`src/rtl/ahb_apb_pkg.sv`:
```
// Shared types and constants for the AHB-Lite to multi-target APB4 bridge.
package ahb_apb_pkg;

    typedef enum logic [1:0] {
        HT_IDLE   = 2'b00,
        HT_BUSY   = 2'b01,
        HT_NONSEQ = 2'b10,
        HT_SEQ    = 2'b11
    } htrans_t;

    localparam logic [1:0] HRESP_OKAY  = 2'b00;
    localparam logic [1:0] HRESP_ERROR = 2'b01;

    typedef enum logic [2:0] {
        S_IDLE,
        S_WWAIT,
        S_SETUP,
        S_ACCESS,
        S_DONE,
        S_ERR1,
        S_ERR2
    } bridge_state_t;

    // Largest legal hsize (log2 of bytes) for a given data width.
    function automatic logic [2:0] max_hsize(input int data_w);
        return 3'($clog2(data_w / 8));
    endfunction

endpackage

```
`src/rtl/ahb2apb_bridge_mp_if.sv`:
```
// AHB-Lite slave side and APB4 master side signals of the bridge.
// "slave" is the bridge view, "master" is the view of the AHB master plus APB targets.
interface ahb2apb_bridge_mp_if #(
    parameter int ADDR_W  = 32,
    parameter int DATA_W  = 32,
    parameter int NUM_SLV = 4
);
    import ahb_apb_pkg::*;

    // AHB-Lite
    htrans_t                         htrans;
    logic                            hwrite;
    logic [2:0]                      hsize;
    logic [ADDR_W-1:0]               haddr;
    logic [DATA_W-1:0]               hwdata;
    logic                            hready_in;
    logic                            hready_out;
    logic [1:0]                      hresp;
    logic [DATA_W-1:0]               hrdata;

    // APB4
    logic [ADDR_W-1:0]               paddr;
    logic                            pwrite;
    logic [DATA_W-1:0]               pwdata;
    logic [DATA_W/8-1:0]             pstrb;
    logic [NUM_SLV-1:0]              psel;
    logic                            penable;
    logic [NUM_SLV-1:0][DATA_W-1:0]  prdata;
    logic [NUM_SLV-1:0]              pready;
    logic [NUM_SLV-1:0]              pslverr;

    modport slave (
        input  htrans, hwrite, hsize, haddr, hwdata, hready_in,
        output hready_out, hresp, hrdata,
        output paddr, pwrite, pwdata, pstrb, psel, penable,
        input  prdata, pready, pslverr
    );

    modport master (
        output htrans, hwrite, hsize, haddr, hwdata, hready_in,
        input  hready_out, hresp, hrdata,
        input  paddr, pwrite, pwdata, pstrb, psel, penable,
        output prdata, pready, pslverr
    );

endinterface

```
`src/rtl/ahb_apb_strb_gen.sv`:
```
// APB4 byte-strobe generation: a run of 2^hsize lanes starting at the
// byte offset of the address; all strobes are zero for reads.
module ahb_apb_strb_gen #(
    parameter int DATA_W = 32
) (
    input  logic [2:0]                    hsize,
    input  logic [$clog2(DATA_W/8)-1:0]   addr_lo,
    input  logic                          hwrite,
    output logic [DATA_W/8-1:0]           strb
);
    localparam int LANES = DATA_W / 8;

    // set each lane that falls inside [addr_lo, addr_lo + 2^hsize)
    always_comb begin
        strb = '0;
        for (int b = 0; b < LANES; b++) begin
            if (hwrite && (b >= int'(addr_lo)) && (b < int'(addr_lo) + (1 << hsize)))
                strb[b] = 1'b1;
        end
    end

endmodule

```
`src/rtl/ahb2apb_bridge_mp.sv`:
```
// AHB-Lite slave to multi-target APB4 master bridge with address/size
// checking, PSLVERR-to-ERROR mapping and a PREADY timeout.
module ahb2apb_bridge_mp
    import ahb_apb_pkg::*;
#(
    parameter int ADDR_W  = 32,
    parameter int DATA_W  = 32,
    parameter int NUM_SLV = 4,
    parameter int SEL_LSB = 12,
    parameter int TIMEOUT = 255
) (
    input logic               clock,
    input logic               hresetn,
    ahb2apb_bridge_mp_if.slave bus
);
    localparam int                LO_W     = $clog2(DATA_W / 8);
    localparam logic [2:0]        MAX_HS   = max_hsize(DATA_W);
    localparam int                SEL_W    = (NUM_SLV > 1) ? $clog2(NUM_SLV) : 1;
    localparam int                CNT_W    = $clog2(TIMEOUT + 1);
    localparam logic [SEL_W:0]    SLV_LIM  = (SEL_W + 1)'(NUM_SLV);
    localparam logic [CNT_W-1:0]  CNT_LAST = CNT_W'(TIMEOUT - 1);
    localparam logic [CNT_W-1:0]  CNT_MAX  = CNT_W'(TIMEOUT);

    bridge_state_t      state, nstate;
    logic [ADDR_W-1:0]  addr_q;
    logic               write_q;
    logic [2:0]         size_q;
    logic [SEL_W-1:0]   idx_q;
    logic [DATA_W-1:0]  wdata_q, rdata_q;
    logic [CNT_W-1:0]   cnt;

    logic [SEL_W-1:0]   idx_in;
    logic [ADDR_W-1:0]  align_mask;
    logic               bad, acc;
    logic [NUM_SLV-1:0] sel_oh;
    logic               sel_rdy, sel_err;
    logic [DATA_W-1:0]  sel_rdata;
    logic               hready_c, penable_c;
    logic [1:0]         hresp_c;
    logic [NUM_SLV-1:0] psel_c;

    // with a single target there is no index field and everything decodes to target 0
    assign idx_in     = (NUM_SLV > 1) ? bus.haddr[SEL_LSB +: SEL_W] : '0;
    assign align_mask = (ADDR_W'(1) << bus.hsize) - ADDR_W'(1);
    assign bad        = ({1'b0, idx_in} >= SLV_LIM) || (bus.hsize > MAX_HS) ||
                        ((bus.haddr & align_mask) != '0);

    // selected-target view built from a one-hot mask so non-power-of-two
    // target counts never index past the port arrays
    assign sel_oh  = NUM_SLV'(1) << idx_q;
    assign sel_rdy = |(bus.pready & sel_oh);
    assign sel_err = |(bus.pslverr & sel_oh);

    // read-data mux for the selected target
    always_comb begin
        sel_rdata = '0;
        for (int i = 0; i < NUM_SLV; i++)
            if (sel_oh[i]) sel_rdata = bus.prdata[i];
    end

    // state register
    always_ff @(posedge clock or negedge hresetn) begin
        if (!hresetn) state <= S_IDLE;
        else          state <= nstate;
    end

    // next state and state-decoded bus outputs
    always_comb begin
        nstate    = state;
        acc       = 1'b0;
        hready_c  = 1'b0;
        hresp_c   = HRESP_OKAY;
        psel_c    = '0;
        penable_c = 1'b0;
        case (state)
            S_IDLE, S_DONE, S_ERR2: begin
                hready_c = 1'b1;
                if (state == S_ERR2) hresp_c = HRESP_ERROR;
                acc = bus.hready_in & bus.htrans[1];
                if (!acc)     nstate = S_IDLE;
                else if (bad) nstate = S_ERR1;
                else          nstate = bus.hwrite ? S_WWAIT : S_SETUP;
            end
            S_WWAIT: nstate = S_SETUP;
            S_SETUP: begin
                psel_c = sel_oh;
                nstate = S_ACCESS;
            end
            S_ACCESS: begin
                psel_c    = sel_oh;
                penable_c = 1'b1;
                if (sel_rdy)              nstate = sel_err ? S_ERR1 : S_DONE;
                else if (cnt == CNT_LAST) nstate = S_ERR1;
            end
            S_ERR1: begin
                hresp_c = HRESP_ERROR;
                nstate  = S_ERR2;
            end
            default: nstate = S_IDLE;
        endcase
    end

    // address-phase capture on every accepted transfer
    always_ff @(posedge clock or negedge hresetn) begin
        if (!hresetn) begin
            addr_q  <= '0;
            write_q <= 1'b0;
            size_q  <= '0;
            idx_q   <= '0;
        end else if (acc) begin
            addr_q  <= bus.haddr;
            write_q <= bus.hwrite;
            size_q  <= bus.hsize;
            idx_q   <= idx_in;
        end
    end

    // write data taken in the AHB data phase; read data held until the next good read
    always_ff @(posedge clock or negedge hresetn) begin
        if (!hresetn) begin
            wdata_q <= '0;
            rdata_q <= '0;
        end else begin
            if (state == S_WWAIT) wdata_q <= bus.hwdata;
            if (state == S_ACCESS && sel_rdy && !sel_err && !write_q) rdata_q <= sel_rdata;
        end
    end

    // saturating count of ACCESS cycles, restarted from SETUP
    always_ff @(posedge clock or negedge hresetn) begin
        if (!hresetn)                                  cnt <= '0;
        else if (state == S_SETUP)                     cnt <= '0;
        else if (state == S_ACCESS && cnt != CNT_MAX)  cnt <= cnt + CNT_W'(1);
    end

    ahb_apb_strb_gen #(.DATA_W(DATA_W)) u_strb (
        .hsize   (size_q),
        .addr_lo (addr_q[LO_W-1:0]),
        .hwrite  (write_q),
        .strb    (bus.pstrb)
    );

    assign bus.hready_out = hready_c;
    assign bus.hresp      = hresp_c;
    assign bus.hrdata     = rdata_q;
    assign bus.paddr      = addr_q;
    assign bus.pwrite     = write_q;
    assign bus.pwdata     = wdata_q;
    assign bus.psel       = psel_c;
    assign bus.penable    = penable_c;

endmodule

```
`src/flat_wrapper.sv`:
```
// flat-port wrapper written by rule: the top's interface ports become plain ports
module ahb2apb_bridge_mp_flat import ahb_apb_pkg::*;
#(
    parameter int ADDR_W  = 32,
    parameter int DATA_W  = 32,
    parameter int NUM_SLV = 4,
    parameter int SEL_LSB = 12,
    parameter int TIMEOUT = 255
)
  (clock, hresetn, bus_htrans, bus_hwrite, bus_hsize, bus_haddr, bus_hwdata, bus_hready_in, bus_hready_out, bus_hresp, bus_hrdata, bus_paddr, bus_pwrite, bus_pwdata, bus_pstrb, bus_psel, bus_penable, bus_prdata, bus_pready, bus_pslverr);
  ahb2apb_bridge_mp_if #(.ADDR_W(ADDR_W), .DATA_W(DATA_W), .NUM_SLV(NUM_SLV)) bus_i ();
  input logic clock;
  input logic hresetn;
  input wire logic [$bits(bus_i.htrans)-1:0] bus_htrans;
  input wire logic [$bits(bus_i.hwrite)-1:0] bus_hwrite;
  input wire logic [$bits(bus_i.hsize)-1:0] bus_hsize;
  input wire logic [$bits(bus_i.haddr)-1:0] bus_haddr;
  input wire logic [$bits(bus_i.hwdata)-1:0] bus_hwdata;
  input wire logic [$bits(bus_i.hready_in)-1:0] bus_hready_in;
  output wire logic [$bits(bus_i.hready_out)-1:0] bus_hready_out;
  output wire logic [$bits(bus_i.hresp)-1:0] bus_hresp;
  output wire logic [$bits(bus_i.hrdata)-1:0] bus_hrdata;
  output wire logic [$bits(bus_i.paddr)-1:0] bus_paddr;
  output wire logic [$bits(bus_i.pwrite)-1:0] bus_pwrite;
  output wire logic [$bits(bus_i.pwdata)-1:0] bus_pwdata;
  output wire logic [$bits(bus_i.pstrb)-1:0] bus_pstrb;
  output wire logic [$bits(bus_i.psel)-1:0] bus_psel;
  output wire logic [$bits(bus_i.penable)-1:0] bus_penable;
  input wire logic [$bits(bus_i.prdata)-1:0] bus_prdata;
  input wire logic [$bits(bus_i.pready)-1:0] bus_pready;
  input wire logic [$bits(bus_i.pslverr)-1:0] bus_pslverr;
  assign bus_i.htrans = bus_htrans;
  assign bus_i.hwrite = bus_hwrite;
  assign bus_i.hsize = bus_hsize;
  assign bus_i.haddr = bus_haddr;
  assign bus_i.hwdata = bus_hwdata;
  assign bus_i.hready_in = bus_hready_in;
  assign bus_hready_out = bus_i.hready_out;
  assign bus_hresp = bus_i.hresp;
  assign bus_hrdata = bus_i.hrdata;
  assign bus_paddr = bus_i.paddr;
  assign bus_pwrite = bus_i.pwrite;
  assign bus_pwdata = bus_i.pwdata;
  assign bus_pstrb = bus_i.pstrb;
  assign bus_psel = bus_i.psel;
  assign bus_penable = bus_i.penable;
  assign bus_i.prdata = bus_prdata;
  assign bus_i.pready = bus_pready;
  assign bus_i.pslverr = bus_pslverr;
  ahb2apb_bridge_mp #(.ADDR_W(ADDR_W), .DATA_W(DATA_W), .NUM_SLV(NUM_SLV), .SEL_LSB(SEL_LSB), .TIMEOUT(TIMEOUT)) u_core (.clock(clock), .hresetn(hresetn), .bus(bus_i));
endmodule
```
`config.mk`:
```
export PLATFORM = sky130hd
export DESIGN_NAME = ahb2apb_bridge_mp_flat
export DESIGN_NICKNAME = d
export VERILOG_FILES = /design/src/rtl/ahb_apb_pkg.sv /design/src/rtl/ahb2apb_bridge_mp_if.sv /design/src/rtl/ahb_apb_strb_gen.sv /design/src/rtl/ahb2apb_bridge_mp.sv /design/src/flat_wrapper.sv
export SDC_FILE = /design/constraint.sdc
export NUM_CORES = 1
export LEC_CHECK = 0
export ABC_AREA = 1
export ABC_CLOCK_PERIOD_IN_PS = 2100
export BUFFER_PORTS_ARGS = -buffer_cell sky130_fd_sc_hd__buf_2
export CAP_MARGIN = 20
export CORE_MARGIN = 5
export CORE_UTILIZATION = 41
export DETAILED_ROUTE_END_ITERATION = 7
export PLACE_DENSITY = 0.78
export SLEW_MARGIN = 0
export SYNTH_ARGS = -nofsm -noshare
export SYNTH_HDL_FRONTEND = slang
export SYNTH_HIERARCHICAL = 1
export SYNTH_SLANG_ARGS = --single-unit
```
`constraint.sdc`:
```
create_clock -name clock -period 2.1 [get_ports clock]
set_clock_uncertainty 0.05 [all_clocks]
set_input_delay 0.63 -clock clock [delete_from_list [all_inputs] [get_ports clock]]
set_output_delay 0.63 -clock clock [all_outputs]
set_load 0.1 [all_outputs]
```
==> impl_results.md <==
* Outcome: complete, but fails checks
* Die Width at approximately 130 um
* Ant. Diodes at 0
* Commonest non-fill, non-tap cell in the layout: buf_2
* Failing checks: negative setup slack
* Syn_nets at 938
* Crit-path cells: nor3_2, ha_4, fa_1, inv_2, nand4_1, nand2_2, clkinvlp_4, buf_12
* CP max-delay cell: fa_1
* Worst Tran Pin Value at 529 ps
* R2R Setup Slk at 120 ps
* Synthesis-to-finish area growth at 43.9%
* Via/cell ratio at 5.23
* Total GRT Usage at 0.230
* Antenna violations before repair at 1
* Unrepaired setup endpoints after global routing: true
* Worst rel slew slack at 0.649
* Setup-failing EPs final at 5
* Critical path depth in cells at 8
* Post-DP Area at 8010 um^2
* Min-Delay Path Class: in2reg
* Largest net degree at the start of global routing at 65
* Die Y at between 100 and 150 um
* Clock root cell: clkbuf_16
* Tmin final at 2840 ps
* Worst Setup Start Kind: register
* Initial core utilization at 0.421
* Crit path max fanout at 3
* Number of I/O pins at 318
* Drt initial violations at ~320
* CP Capture Point: bus_pstrb[0]
* Grt ovf at 0
* Row count at 43
* Crit path launch: u_core/size_q[1]
* Routed Antenna Nets at 0
* Slew Limit Fails at 0
* Crit path largest cell delay at approximately 430 ps
* Finished Layout Cells at about 1200
* Slack of the critical path at -744 ps
* Worst-case reg-to-reg path depth at 9
* Crit Path Category: reg2out
* Via Count at ~6400
* Nets at 1257
* # port buffers at 315
* Clk sink count at 111
* GPL Wtd Cong at 0.871
* Synth Register Bits at 111
* CTS tree: done
* CP delay by family, top: adder cells
* RR Startpoint: u_core/bus.paddr[13]
* Hpwl dp at 15700 um
* Post-synth design cell area at 5880 um^2
* Ys Warns at 6
* Sequential-to-total area share from yosys stat at 0.472
* R2R Path End: u_core/bus.hrdata[3]
* Max Fclk at between 0.3 and 0.4 GHz
* DRC at 0
* Skew-Pair Late Insertion Delay at 350 ps
* Pre-CTS WS at -422 ps
* WL final at 20600 um
* Core ar. at 14000 um^2
* Clk buf depth at 2
* Synth unique cells at 27
* CP bufs+invs at 3
* Final Cycle Share at 1.35
* Num CTS Buffers at 9
* Syn avg cell area at 8.14 um^2
* CP required at 1420 ps
* Drt pass-1 iters at 6
* H-tree depth at 3
* Die ar. at 16800 um^2
* Final hold viol count at 0
* Fraction of layout cells with a size suffix above 1 at 0.425
* Critical path capture point type: primary output
* Vias in the first global route at 6096
* Post-route cell area at 8470 um^2
* Hold WS at 417 ps
* Clock transition at path regs at 80 ps
* Commonest non-fill, non-tap cells in the layout: buf_2, nand2_1, nand3_1
* CP arrival at 2160 ps
* Max cap viols at 0
* Placed insts at 1197
* Mapped Cells at slightly above 700
* Global-route wire length before repair at 30700 um
* Routed len/inst at 16.8 um
[layer usage]
metal  GRT usage  vias to the layer above  part of all wire
met2       0.407                      313              0.49
met4      0.0807                        2             0.022
met5           0                        -           0.00063
li1            -                     3070                 -
met3      0.0643                       34              0.10
met1       0.267                     3002              0.38
[cells in the mapped netlist (all sizes together)]
| cell type | n | share of area |
|---|---|---|
| a21oi | 4 | 0.0034 |
| buf | 38 | 0.037 |
| clkbuf | 11 | 0.0070 |
| conb | 1 | 0.00064 |
| dfrtp | 111 | 0.47 |
| fa | 1 | 0.0034 |
| ha | 5 | 0.011 |
| inv | 36 | 0.023 |
| mux2 | 32 | 0.061 |
| nand2 | 252 | 0.16 |
| nand3 | 120 | 0.10 |
| nand4 | 72 | 0.077 |
| nor2 | 17 | 0.017 |
| nor3 | 6 | 0.0051 |
| o21ai | 14 | 0.012 |
| or2 | 2 | 0.0021 |
| xor2 | 1 | 0.0015 |
[how the worst min path moves through the flow]
| stage | from | cells past startpoint | to | slack (ps) |
|---|---|---|---|---|
| floorplan | hresetn | 0 | u_core/bus.hrdata[0] | 280 |
| global placement | hresetn | 1 | u_core/bus.paddr[21] | 390 |
| detailed placement | hresetn | 1 | u_core/bus.paddr[21] | 390 |
| CTS | bus_haddr[21] | 3 | u_core/bus.paddr[21] | 410 |
| global route | bus_haddr[14] | 3 | u_core/bus.paddr[14] | 410 |
| finish | bus_haddr[22] | 3 | u_core/bus.paddr[22] | 420 |
[sequential cells by signal, indices dropped and copies added (netlist names)]
signal             count
u_core/bus.hrdata     32
u_core/bus.paddr      32
u_core/bus.pwdata     32
u_core/bus.pwrite      1
u_core/cnt             8
u_core/size_q          3
u_core/state           3
[per-stage QoR]
| step | utilization | setup TNS [ps] |
|---|---|---|
| after floorplan | - | -3820 |
| after global placement | 0.572 | -1260 |
| after detailed placement | 0.572 | -1440 |
| after CTS | 0.600 | -2960 |
| after global routing | 0.605 | -3320 |
| final | 0.605 | -2890 |
[cells by family (layout without fill, tap and decap cells)]
logic type	Yosys count	count (layout)	synth area share
adder cells (fa/ha/maj)	6	6	0.0140
other	1	1	0.000637
AO/OA/AOI/OAI	18	18	0.0153
AND/OR/NAND/NOR	469	470	0.368
buffers and inverters	85	408	0.0674
XOR/XNOR	1	1	0.00149
multiplexers	32	32	0.0612
flip-flops	111	111	0.472
[area by class of cell]
class,instances,area (um^2)
clock inverters,6,61.3
inverters,36,164
fillers,1248,5520
flip-flops and latches,111,2790
clock buffers,10,239
multi-input cells,528,2840
well taps,180,225
repair buffers,356,2150
[what timing repair did]
action	4_1_cts	5_1_grt
setup endpoints to repair	9	42
hold buffers	1	0
buffers inserted	7	5
pin swaps	8	8
resized for setup	9	8
gates cloned	0	1
endpoints found under the hold margin	1	0
[worst register-to-register path, delay by kind of cell, from the launching register on]
kind	cells	cell delay (ps)
buffers and inverters	3	660
AND/OR/NAND/NOR	6	590
flip-flops	1	570
Power is left out: the tool's default activity adds up to more than one toggle a clock period on the data nets, which glitch-free logic cannot reach.
